`config.mk`:
```
export PLATFORM = sky130hd
export DESIGN_NAME = csr_unit
export DESIGN_NICKNAME = d
export VERILOG_FILES = /design/src/rtl/csr_unit.sv
export SDC_FILE = /design/constraint.sdc
export NUM_CORES = 1
export LEC_CHECK = 0
export CAP_MARGIN = 30
export CORE_MARGIN = 3
export CORE_UTILIZATION = 44
export DETAILED_ROUTE_END_ITERATION = 10
export HOLD_SLACK_MARGIN = 0.15
export PLACE_DENSITY = 0.88
export SYNTH_ARGS = -nofsm -noshare
export SYNTH_HDL_FRONTEND = slang
export SYNTH_SLANG_ARGS = --single-unit
```
`constraint.sdc`:
```
create_clock -name clk -period 2.35 [get_ports clk]
set_clock_uncertainty 0.05 [all_clocks]
set_input_delay 0.47 -clock clk [delete_from_list [all_inputs] [get_ports clk]]
set_output_delay 0.47 -clock clk [all_outputs]
set_load 0.005 [all_outputs]
```
`src/rtl/csr_unit.sv`:
```
// ---------------------------------------------------------------------------
// csr_unit
//
// Machine-mode control/status register file for the RV32 execute stage.
// It answers the CSR control bundle from decode (CSRRW/CSRRS/CSRRC). It also
// keeps the free-running cycle/instret counters and the trap entry/return
// state, and hands mtvec/mepc to fetch.
//
// Optional feature macro: CSR_COUNTERS_EN
//   defined   -> 64-bit mcycle/minstret counters plus their 0xCxx shadows
//   undefined -> no counter flops; counter addresses read 0, and writes to
//                0xBxx are silently ignored
//
// Ports
//   clk            system clock, all state updates on the rising edge
//   rst            asynchronous active-low reset
//   CSR_reg_wr     write request this cycle
//   CSR_reg_rd     read request this cycle
//   CSR_wd_select  00 RW, 01 RS (set), 10 RC (clear), 11 no write
//   RD1_RS1_sel    operand source: 0 RS1_data, 1 zero-extended RS1_uimm
//   CSR_addr       12-bit CSR address
//   RS1_data       forwarded rs1 value
//   RS1_uimm       rs1 field used as an immediate
//   Stall          hold: blocks CSR writes and the minstret increment
//   instr_retire   one instruction retires this cycle
//   trap_en        take a trap this cycle
//   trap_cause     value loaded into mcause on a trap
//   trap_pc        value loaded into mepc on a trap
//   mret_en        execute MRET this cycle
//   CSR_rdata      pre-write CSR value (0 when not reading or illegal)
//   CSR_illegal    illegal access this cycle
//   mtvec_o        current mtvec
//   mepc_o         current mepc
//   mie_global     mstatus.MIE
// ---------------------------------------------------------------------------
module csr_unit #(
  parameter logic [31:0] HART_ID  = 32'd0,
  parameter logic [31:0] MISA_VAL = 32'h4000_0100
) (
  input  logic        clk,
  input  logic        rst,
  input  logic        CSR_reg_wr,
  input  logic        CSR_reg_rd,
  input  logic [1:0]  CSR_wd_select,
  input  logic        RD1_RS1_sel,
  input  logic [11:0] CSR_addr,
  input  logic [31:0] RS1_data,
  input  logic [4:0]  RS1_uimm,
  input  logic        Stall,
  input  logic        instr_retire,
  input  logic        trap_en,
  input  logic [31:0] trap_cause,
  input  logic [31:0] trap_pc,
  input  logic        mret_en,
  output logic [31:0] CSR_rdata,
  output logic        CSR_illegal,
  output logic [31:0] mtvec_o,
  output logic [31:0] mepc_o,
  output logic        mie_global
);

  localparam logic [11:0] ADDR_MSTATUS  = 12'h300;
  localparam logic [11:0] ADDR_MISA     = 12'h301;
  localparam logic [11:0] ADDR_MIE      = 12'h304;
  localparam logic [11:0] ADDR_MTVEC    = 12'h305;
  localparam logic [11:0] ADDR_MSCRATCH = 12'h340;
  localparam logic [11:0] ADDR_MEPC     = 12'h341;
  localparam logic [11:0] ADDR_MCAUSE   = 12'h342;
  localparam logic [11:0] ADDR_MCYCLE   = 12'hB00;
  localparam logic [11:0] ADDR_MCYCLEH  = 12'hB80;
  localparam logic [11:0] ADDR_MINSTRET = 12'hB02;
  localparam logic [11:0] ADDR_MINSTRH  = 12'hB82;
  localparam logic [11:0] ADDR_CYCLE    = 12'hC00;
  localparam logic [11:0] ADDR_CYCLEH   = 12'hC80;
  localparam logic [11:0] ADDR_INSTRET  = 12'hC02;
  localparam logic [11:0] ADDR_INSTRETH = 12'hC82;
  localparam logic [11:0] ADDR_MHARTID  = 12'hF14;

  localparam logic [31:0] MSTATUS_MIE  = 32'h0000_0008;
  localparam logic [31:0] MSTATUS_MPIE = 32'h0000_0080;
  localparam logic [31:0] MSTATUS_MASK = 32'h0000_0088;
  localparam logic [31:0] MIE_MASK     = 32'h0000_0888;
  localparam logic [31:0] ALIGN_MASK   = 32'hFFFF_FFFC;

  logic [31:0] operand;
  logic [31:0] oldValue;
  logic [31:0] writeValue;
  logic        addrImpl;
  logic        illegalRaw;
  logic        writeEn;
  logic        wrMstatus;
  logic        wrMie;
  logic        wrMtvec;
  logic        wrMscratch;
  logic        wrMepc;
  logic        wrMcause;

  // Registers are kept 32 bits wide with their masks applied on every load;
  // the constant-zero bits are trimmed by synthesis.
  logic [31:0] mstatusReg;
  logic [31:0] mieReg;
  logic [31:0] mtvecReg;
  logic [31:0] mscratchReg;
  logic [31:0] mepcReg;
  logic [31:0] mcauseReg;

  logic [63:0] mcycleVal;
  logic [63:0] minstretVal;

  assign operand = RD1_RS1_sel ? {27'd0, RS1_uimm} : RS1_data;

  // Address decode and read mux. Every address that is not listed here is
  // unimplemented. The counter addresses stay implemented even when the
  // counters are compiled out.
  always_comb begin
    addrImpl = 1'b1;
    oldValue = 32'd0;
    case (CSR_addr)
      ADDR_MSTATUS:               oldValue = mstatusReg;
      ADDR_MISA:                  oldValue = MISA_VAL;
      ADDR_MIE:                   oldValue = mieReg;
      ADDR_MTVEC:                 oldValue = mtvecReg;
      ADDR_MSCRATCH:              oldValue = mscratchReg;
      ADDR_MEPC:                  oldValue = mepcReg;
      ADDR_MCAUSE:                oldValue = mcauseReg;
      ADDR_MCYCLE,   ADDR_CYCLE:    oldValue = mcycleVal[31:0];
      ADDR_MCYCLEH,  ADDR_CYCLEH:   oldValue = mcycleVal[63:32];
      ADDR_MINSTRET, ADDR_INSTRET:  oldValue = minstretVal[31:0];
      ADDR_MINSTRH,  ADDR_INSTRETH: oldValue = minstretVal[63:32];
      ADDR_MHARTID:               oldValue = HART_ID;
      default:                    addrImpl = 1'b0;
    endcase
  end

  // Read-modify-write value, before the per-register mask is applied.
  always_comb begin
    writeValue = operand;
    case (CSR_wd_select)
      2'b01:   writeValue = oldValue | operand;
      2'b10:   writeValue = oldValue & ~operand;
      default: writeValue = operand;
    endcase
  end

  // The 0xC00-0xFFF range is read-only. Outputs are forced to zero while
  // reset is held, so constant registers such as misa cannot leak through.
  assign illegalRaw  = ((CSR_reg_rd | CSR_reg_wr) & ~addrImpl) |
                       (CSR_reg_wr & (CSR_addr[11:10] == 2'b11));
  assign CSR_illegal = rst & illegalRaw;
  assign CSR_rdata   = (rst && CSR_reg_rd && !illegalRaw) ? oldValue : 32'd0;

  // A trap always wins over a CSR write. MRET only blocks mstatus writes.
  assign writeEn    = CSR_reg_wr & ~illegalRaw & ~Stall & ~trap_en &
                      (CSR_wd_select != 2'b11);
  assign wrMstatus  = writeEn & (CSR_addr == ADDR_MSTATUS) & ~mret_en;
  assign wrMie      = writeEn & (CSR_addr == ADDR_MIE);
  assign wrMtvec    = writeEn & (CSR_addr == ADDR_MTVEC);
  assign wrMscratch = writeEn & (CSR_addr == ADDR_MSCRATCH);
  assign wrMepc     = writeEn & (CSR_addr == ADDR_MEPC);
  assign wrMcause   = writeEn & (CSR_addr == ADDR_MCAUSE);

  // mstatus: on trap entry MPIE captures MIE and MIE is cleared. On MRET,
  // MIE is restored from MPIE and MPIE is set.
  always_ff @(posedge clk or negedge rst) begin
    if (!rst) begin
      mstatusReg <= 32'd0;
    end else if (trap_en) begin
      mstatusReg <= mstatusReg[3] ? MSTATUS_MPIE : 32'd0;
    end else if (mret_en) begin
      mstatusReg <= MSTATUS_MPIE | (mstatusReg[7] ? MSTATUS_MIE : 32'd0);
    end else if (wrMstatus) begin
      mstatusReg <= writeValue & MSTATUS_MASK;
    end
  end

  // mepc and mcause are loaded by trap entry, or by an ordinary CSR write.
  always_ff @(posedge clk or negedge rst) begin
    if (!rst) begin
      mepcReg   <= 32'd0;
      mcauseReg <= 32'd0;
    end else if (trap_en) begin
      mepcReg   <= trap_pc & ALIGN_MASK;
      mcauseReg <= trap_cause;
    end else begin
      if (wrMepc)   mepcReg   <= writeValue & ALIGN_MASK;
      if (wrMcause) mcauseReg <= writeValue;
    end
  end

  // Registers that only software writes.
  always_ff @(posedge clk or negedge rst) begin
    if (!rst) begin
      mieReg      <= 32'd0;
      mtvecReg    <= 32'd0;
      mscratchReg <= 32'd0;
    end else begin
      if (wrMie)      mieReg      <= writeValue & MIE_MASK;
      if (wrMtvec)    mtvecReg    <= writeValue & ALIGN_MASK;
      if (wrMscratch) mscratchReg <= writeValue;
    end
  end

`ifdef CSR_COUNTERS_EN
  logic [31:0] mcycleLo;
  logic [31:0] mcycleHi;
  logic [31:0] minstretLo;
  logic [31:0] minstretHi;
  logic [63:0] mcycleInc;
  logic [63:0] minstretInc;
  logic        wrMcycle;
  logic        wrMcycleh;
  logic        wrMinstret;
  logic        wrMinstreth;

  assign mcycleVal   = {mcycleHi, mcycleLo};
  assign minstretVal = {minstretHi, minstretLo};
  assign mcycleInc   = mcycleVal + 64'd1;
  assign minstretInc = minstretVal + {63'd0, instr_retire & ~Stall};

  assign wrMcycle    = writeEn & (CSR_addr == ADDR_MCYCLE);
  assign wrMcycleh   = writeEn & (CSR_addr == ADDR_MCYCLEH);
  assign wrMinstret  = writeEn & (CSR_addr == ADDR_MINSTRET);
  assign wrMinstreth = writeEn & (CSR_addr == ADDR_MINSTRH);

  // Each half either takes the written value or the full 64-bit increment.
  // This keeps the low-to-high carry in the same cycle and lets the
  // unwritten half keep counting.
  always_ff @(posedge clk or negedge rst) begin
    if (!rst) begin
      mcycleLo   <= 32'd0;
      mcycleHi   <= 32'd0;
      minstretLo <= 32'd0;
      minstretHi <= 32'd0;
    end else begin
      mcycleLo   <= wrMcycle    ? writeValue : mcycleInc[31:0];
      mcycleHi   <= wrMcycleh   ? writeValue : mcycleInc[63:32];
      minstretLo <= wrMinstret  ? writeValue : minstretInc[31:0];
      minstretHi <= wrMinstreth ? writeValue : minstretInc[63:32];
    end
  end
`else
  logic unusedCounterInputs;

  assign mcycleVal           = 64'd0;
  assign minstretVal         = 64'd0;
  assign unusedCounterInputs = instr_retire;
`endif

  assign mtvec_o    = mtvecReg;
  assign mepc_o     = mepcReg;
  assign mie_global = mstatusReg[3];

endmodule

```
# Word level (Yosys, flattened, before mapping)

Cells that the tools add are included.
Widths: inputs -> output; s select.

Shifts and indexed selects: 0
Divide/modulo/power cells: 0
Equal/unequal tests: 20
Mux-type cells: 14
Order comparisons: 0
Multiply operators: 0
Bitwise gates (word level): 24
Add/subtract/negate cells: 0
Reduce and logical (&&, ||, !) cells: 7

Operators with widths:

| kind                 | number |
|---|---|
| $mux 32              | 9 |
| $pmux 32 s7          | 1 |
| $eq 12x12->1 const B | 9 |
| $eq 12x10->1 const B | 7 |
| $pmux 32 s2          | 1 |
| $and 32x32->32       | 1 |
| $not 32->32          | 1 |
| $or 32x32->32        | 1 |
| $reduce_or 16->1     | 1 |
| $and 1x1->1          | 14 |
| $mux 8               | 1 |
| $not 1->1            | 5 |
| $eq 2x2->1 const B   | 2 |
| $mux 4               | 1 |
| $reduce_bool 2->1    | 2 |
| $reduce_bool 3->1    | 1 |
| $eq 2x1->1 const B   | 1 |
| $logic_and 1x1->1    | 2 |
| $ne 2x2->1 const B   | 1 |
| $or 1x1->1           | 2 |
| $logic_not 1->1      | 1 |
| $mux 1               | 1 |

Register bits: 161
ROM bits: 0
Memory bits (writable): 0
Word-level logic and storage cells: 71
Bits in latches: 0
Memories: 0
Input port bits: 124

# Longest topological paths before layout

Word-level depth: 16
Depth in mapped cells: 9
Mapped depth without buffers: 7

# Worst setup path after synthesis

No wires, ideal clock.

Path kind: input to output
Start point: input CSR_addr[3]
End point: output CSR_rdata[20]
Required time: 1.830 ns
Stages on the path: 7
Slack: -0.235 ns
Data arrival time: 2.065 ns
Cell sequence: buf_2 or4b_1 buf_2 nor3_4 buf_4 a221o_1 nor3b_1

Longest elaborated chain between the ends: 9

RTL lines:

| element                                      | line | text |
|---|---|---|
| start: declaration                           | 46   | `input logic [11:0] CSR_addr,` |
| $eq 12x10->1 or $eq 12x12->1 (tied branches) | 118  | `case (CSR_addr)` |
| $reduce_or 16->1 (no line)                   | --   |  |
| $mux 1                                       | 118  |  |
| $not 1->1                                    | 147  | `assign illegalRaw = ((CSR_reg_rd \| CSR_reg_wr) & ~addrImpl) \|` |
| $and 1x1->1                                  | 147  |  |
| $or 1x1->1                                   | 147  |  |
| $logic_not 1->1                              | 150  | `assign CSR_rdata = (rst && CSR_reg_rd && !illegalRaw) ? oldValue : 32'd0;` |
| $logic_and 1x1->1                            | 150  |  |
| $mux 32 *                                    | 150  |  |
| end: declaration                             | 55   | `output logic [31:0] CSR_rdata,` |

Mark *: on every way between the ends. The rest lies on a longest branch, timed or not.

# Worst setup path after layout

Start point: input CSR_addr[10]
End point: output CSR_rdata[21]

The elaborated chain is that of the path after synthesis.

==> reports/metrics.sh <==
CRITPATHCAPTURETYPE='output pin'
FINAL_NUMBER_OF_HOLD_VIOLATING_ENDPOINTS=0
DPL-INSTANCE-AREA_UM2=11300
TIMING.HOLD.WORST.START='mscratchReg[0]'
WORST_SLEW_MARGIN_REL=0.482
NUMBER_OF_SYNTHESIZED_FLOPS_WITH_AN_ENABLE_PIN=0
SYNTHESIS.AREA_UM2=7830
SYNTH_LARGEST_TYPE_AREA_FRACTION=0.412
P_PER_AREA_nW_PER_UM2=480
SYNTH_MOST_COMMON_CELL='sky130_fd_sc_hd__dfrtp_1'
DETAIL_ROUTE.VIAS_PER_CELL=6.56
PEAKVDDDROP_mV=0.538
GRT_USE_MET3=0.0890
LAYOUT.CELLS.NON_FILLER=1441
POSTSYNTHAREAPERCELL_UM2=9.06
GLOBALROUTEMET1UTIL=0.455
DRT_PRE_ANTENNA_ITERS=7
TOTALWIRELENGTH_UM=36900
CLOCK_SINKS=129
WORSTPATHARRIVAL_NS=2.36
CLOCK_TREE.BUFFER_DEPTH=2
TIMING.CRITICAL_PATH.FANOUT_MAX=5
TRITONCTS='yes'
FINALMAXSLEWVIOLATIONS=0
CRIT-REG2REG-CAPTURE='mcauseReg[8]'
DETAIL-ROUTE-ANTENNA-NETS=0
KIND_OF_LAUNCH_POINT_OF_THE_WORST_SETUP_PATH='input pin'
GRT.TOTAL_USAGE=0.360
INITIAL_UTILIZATION=0.451
STATUS='finished, violations left'
SETUP_VIOL_COUNT_FINAL=33
YOSYS-TOP-CELLS-COUNT='sky130_fd_sc_hd__dfrtp_1, sky130_fd_sc_hd__nand2_1, sky130_fd_sc_hd__and3_1'
GRT-BUSIEST-LAYER='met2'
DRT_ITER0_DRC=1057
MAXIMUM_NUMBER_OF_PINS_ON_ONE_NET_BEFORE_GLOBAL_ROUTE_REPAIR=130
PLACE.DETAILED.INSTANCES=1356
TIMING.REG2REG.WORST_PATH_DEPTH=7
TRITONCTS.NUM_BUFFERS=17
HOLD_SLACK_NS=0.433
FIRST_PASS_GRT_WIRE_LENGTH_UM=54800
SYNTH_SEQ_CELLS=129
WORST_SETUP_HOLD_PATH_CLK_SLEW_NS=0.06
FRACTION_OF_LAYOUT_CELLS_WITH_A_SIZE_SUFFIX_ABOVE_1=0.338
STDCELL_AREA_UM2=13100
DIE_AREA_UM2=19400
SYNTH.LARGEST_AREA_CELL='sky130_fd_sc_hd__dfrtp_1'
CLOCK_LATENCY_ON_THE_WORST_SKEW_PAIR_NS=0.43
GRT_RESIDUAL_OVERFLOW=0
ROWS=48
VIOLATIONS='negative setup slack'
MIN_DELAY_PATH_DEPTH=1
SYNTH_SEQUENTIAL_AREA_RATIO=0.412
SYNTH_ASYNC_SR_FLOP_SHARE=1.00
HTREE_NUM_LEVELS=4
FLOORPLAN.DIE.WIDTH_UM=139
SETUP.WORST_PATH.START='CSR_addr[10]'
SYNTH_TOP_CELLS_BY_AREA='sky130_fd_sc_hd__dfrtp_1, sky130_fd_sc_hd__and3_1, sky130_fd_sc_hd__a221o_1'
MAX_CAP_VIOL=0
VIA_COUNT_OF_THE_FIRST_GLOBAL_ROUTING_PASS=9726
SYN_INST=864
RRSETUPSLACK_NS=0.34
DETAILROUTE.VIA_COUNT=9458
DRCVIOLATIONCOUNT=0
POST_DRT_WL_PER_CELL_UM=25.6
P_LEAK_uW=0.00588
DIE_H_UM=139
YOSYS_MOST_USED_DFF='sky130_fd_sc_hd__dfrtp_1'
FINAL_PERIOD_MINUS_WORST_SETUP_SLACK_NS=2.88
FINISH.UTILIZATION=0.754
MIN_TO='mscratchReg[0]'
IOS=222
SYN2LAYOUT_AREA_GROWTH_PCT=67.1
DP_SLACK_NS=-1.13
FIN_CRIT_SH=1.23
R2R_START='mscratchReg[8]'
UNREPAIRED_SETUP_ENDPOINTS_AFTER_GLOBAL_ROUTING='yes'
ANTENNA-DIODE-COUNT=0
YS_WARN_COUNT=0
FMAX_MHz=347
NETS=1330
SYNTHDISTINCTLIBCELLS=60
PORT_BUFFERS=214
WORST-ENDPOINT-REQUIRED_NS=1.83
GROUTE.LAYER.MET2.USAGE=0.565
CTS-ROOT-BUF='sky130_fd_sc_hd__clkbuf_16'
DESIGN.CORE.AREA_UM2=17400
TIGHTESTPINTRANSITION_NS=0.777
PLACE.DETAILED.HPWL_UM=22000
HOLD_PATH_CLASS='register to register'
ANTENNA_FOUND_INITIAL=0
FINAL.SETUP.WORST_SLACK_NS=-0.533
GP_CONGESTION=0.966
PATH_CLASS='input pin to output pin'
-- cells by family (layout without fill, tap and decap cells) --
kind of cell | count (synthesis) | in the layout | synth area share
simple gates | 341 | 342 | 0.246
buf+inv | 109 | 457 | 0.0591
fa+ha+maj | 3 | 3 | 0.00480
compound gates | 248 | 248 | 0.232
flops | 129 | 129 | 0.412
other cells | 1 | 4 | 0.000479
mux | 33 | 33 | 0.0454
-- routing by layer --
layer	part of all wire	up-vias
met4	0.064	0
met5	0	-
met2	0.47	792
li1	-	3920
met1	0.36	4535
met3	0.11	211
-- state kept, by name, summed over array words and instances, names as in the netlist --
name,cells
mcauseReg,32
mscratchReg,32
mepc_o,30
mtvec_o,30
mieReg,3
mstatusReg,2
-- critical path, cell delays in order --
cell and delay [ns]:
sky130_fd_sc_hd__buf_6 0.10, sky130_fd_sc_hd__buf_6 0.11, sky130_fd_sc_hd__nor4_4 0.28, sky130_fd_sc_hd__nand3_2 0.15, sky130_fd_sc_hd__a211oi_4 0.29, sky130_fd_sc_hd__o2111ai_4 0.21
sky130_fd_sc_hd__buf_6 0.18, sky130_fd_sc_hd__buf_6 0.15, sky130_fd_sc_hd__buf_8 0.14, sky130_fd_sc_hd__nor3_4 0.15, sky130_fd_sc_hd__buf_2 0.13
-- how the worst max path moves through the flow --
stage	cells past startpoint	endpoint	slack, ns
2_1_floorplan	7	CSR_rdata[20]	-0.15
3_3_place_gp	8	CSR_rdata[1]	-1.05
3_5_place_dp	8	CSR_rdata[1]	-1.13
4_1_cts	11	CSR_rdata[1]	-0.54
5_1_grt	9	CSR_rdata[0]	-0.59
6_report	11	CSR_rdata[21]	-0.53
-- per-stage QoR --
step	setup TNS, ns	power (uW)
after floorplan	-2.87	2850
after global placement	-107.70	3450
after detailed placement	-112.93	3480
after CTS	-13.98	6180
after global routing	-16.06	6460
final	-14.15	6290
-- power by group --
part           internal, uW  switching [uW]  total, uW
Sequential             2320            86.3       2410
Clock                  1610            1060       2680
Combinational           612             588       1200
-- final cells by class --
cell class | count | area (um^2)
clock inverter | 13 | 135
sequential | 129 | 3230
inverter | 21 | 78.8
clock buffer | 19 | 453
fill | 1109 | 4280
tap | 225 | 282
multi-input combinational | 630 | 5040
timing repair buffer | 404 | 3870
-- timing repair --
| item | in CTS | in global routing |
|---|---|---|
| hold buffers | 0 | 1 |
| endpoints found under the setup margin | 161 | 84 |
| cloned | 9 | 1 |
| setup buffers | 31 | 24 |
| hold endpoints to repair | 0 | 1 |
| pin swaps | 40 | 30 |
| gates resized for setup | 274 | 83 |
-- layout by cell type (no fill, tap or decap), types with 18 or more instances in the layout --
cell and instances:
sky130_fd_sc_hd__clkdlybuf4s50_1 163, sky130_fd_sc_hd__dfrtp_1 129, sky130_fd_sc_hd__buf_4 126, sky130_fd_sc_hd__nand2_1 77, sky130_fd_sc_hd__and3_1 51, sky130_fd_sc_hd__o21ai_0 49
sky130_fd_sc_hd__a21oi_1 46, sky130_fd_sc_hd__buf_2 42, sky130_fd_sc_hd__nand2b_1 40, sky130_fd_sc_hd__buf_6 35, sky130_fd_sc_hd__a221o_1 32, sky130_fd_sc_hd__nand3b_1 26
sky130_fd_sc_hd__inv_1 21, sky130_fd_sc_hd__nor2_1 20, sky130_fd_sc_hd__buf_12 19, sky130_fd_sc_hd__nand3_1 18, sky130_fd_sc_hd__nor3_4 18
Note: power is estimated with default switching activity, not from simulation.
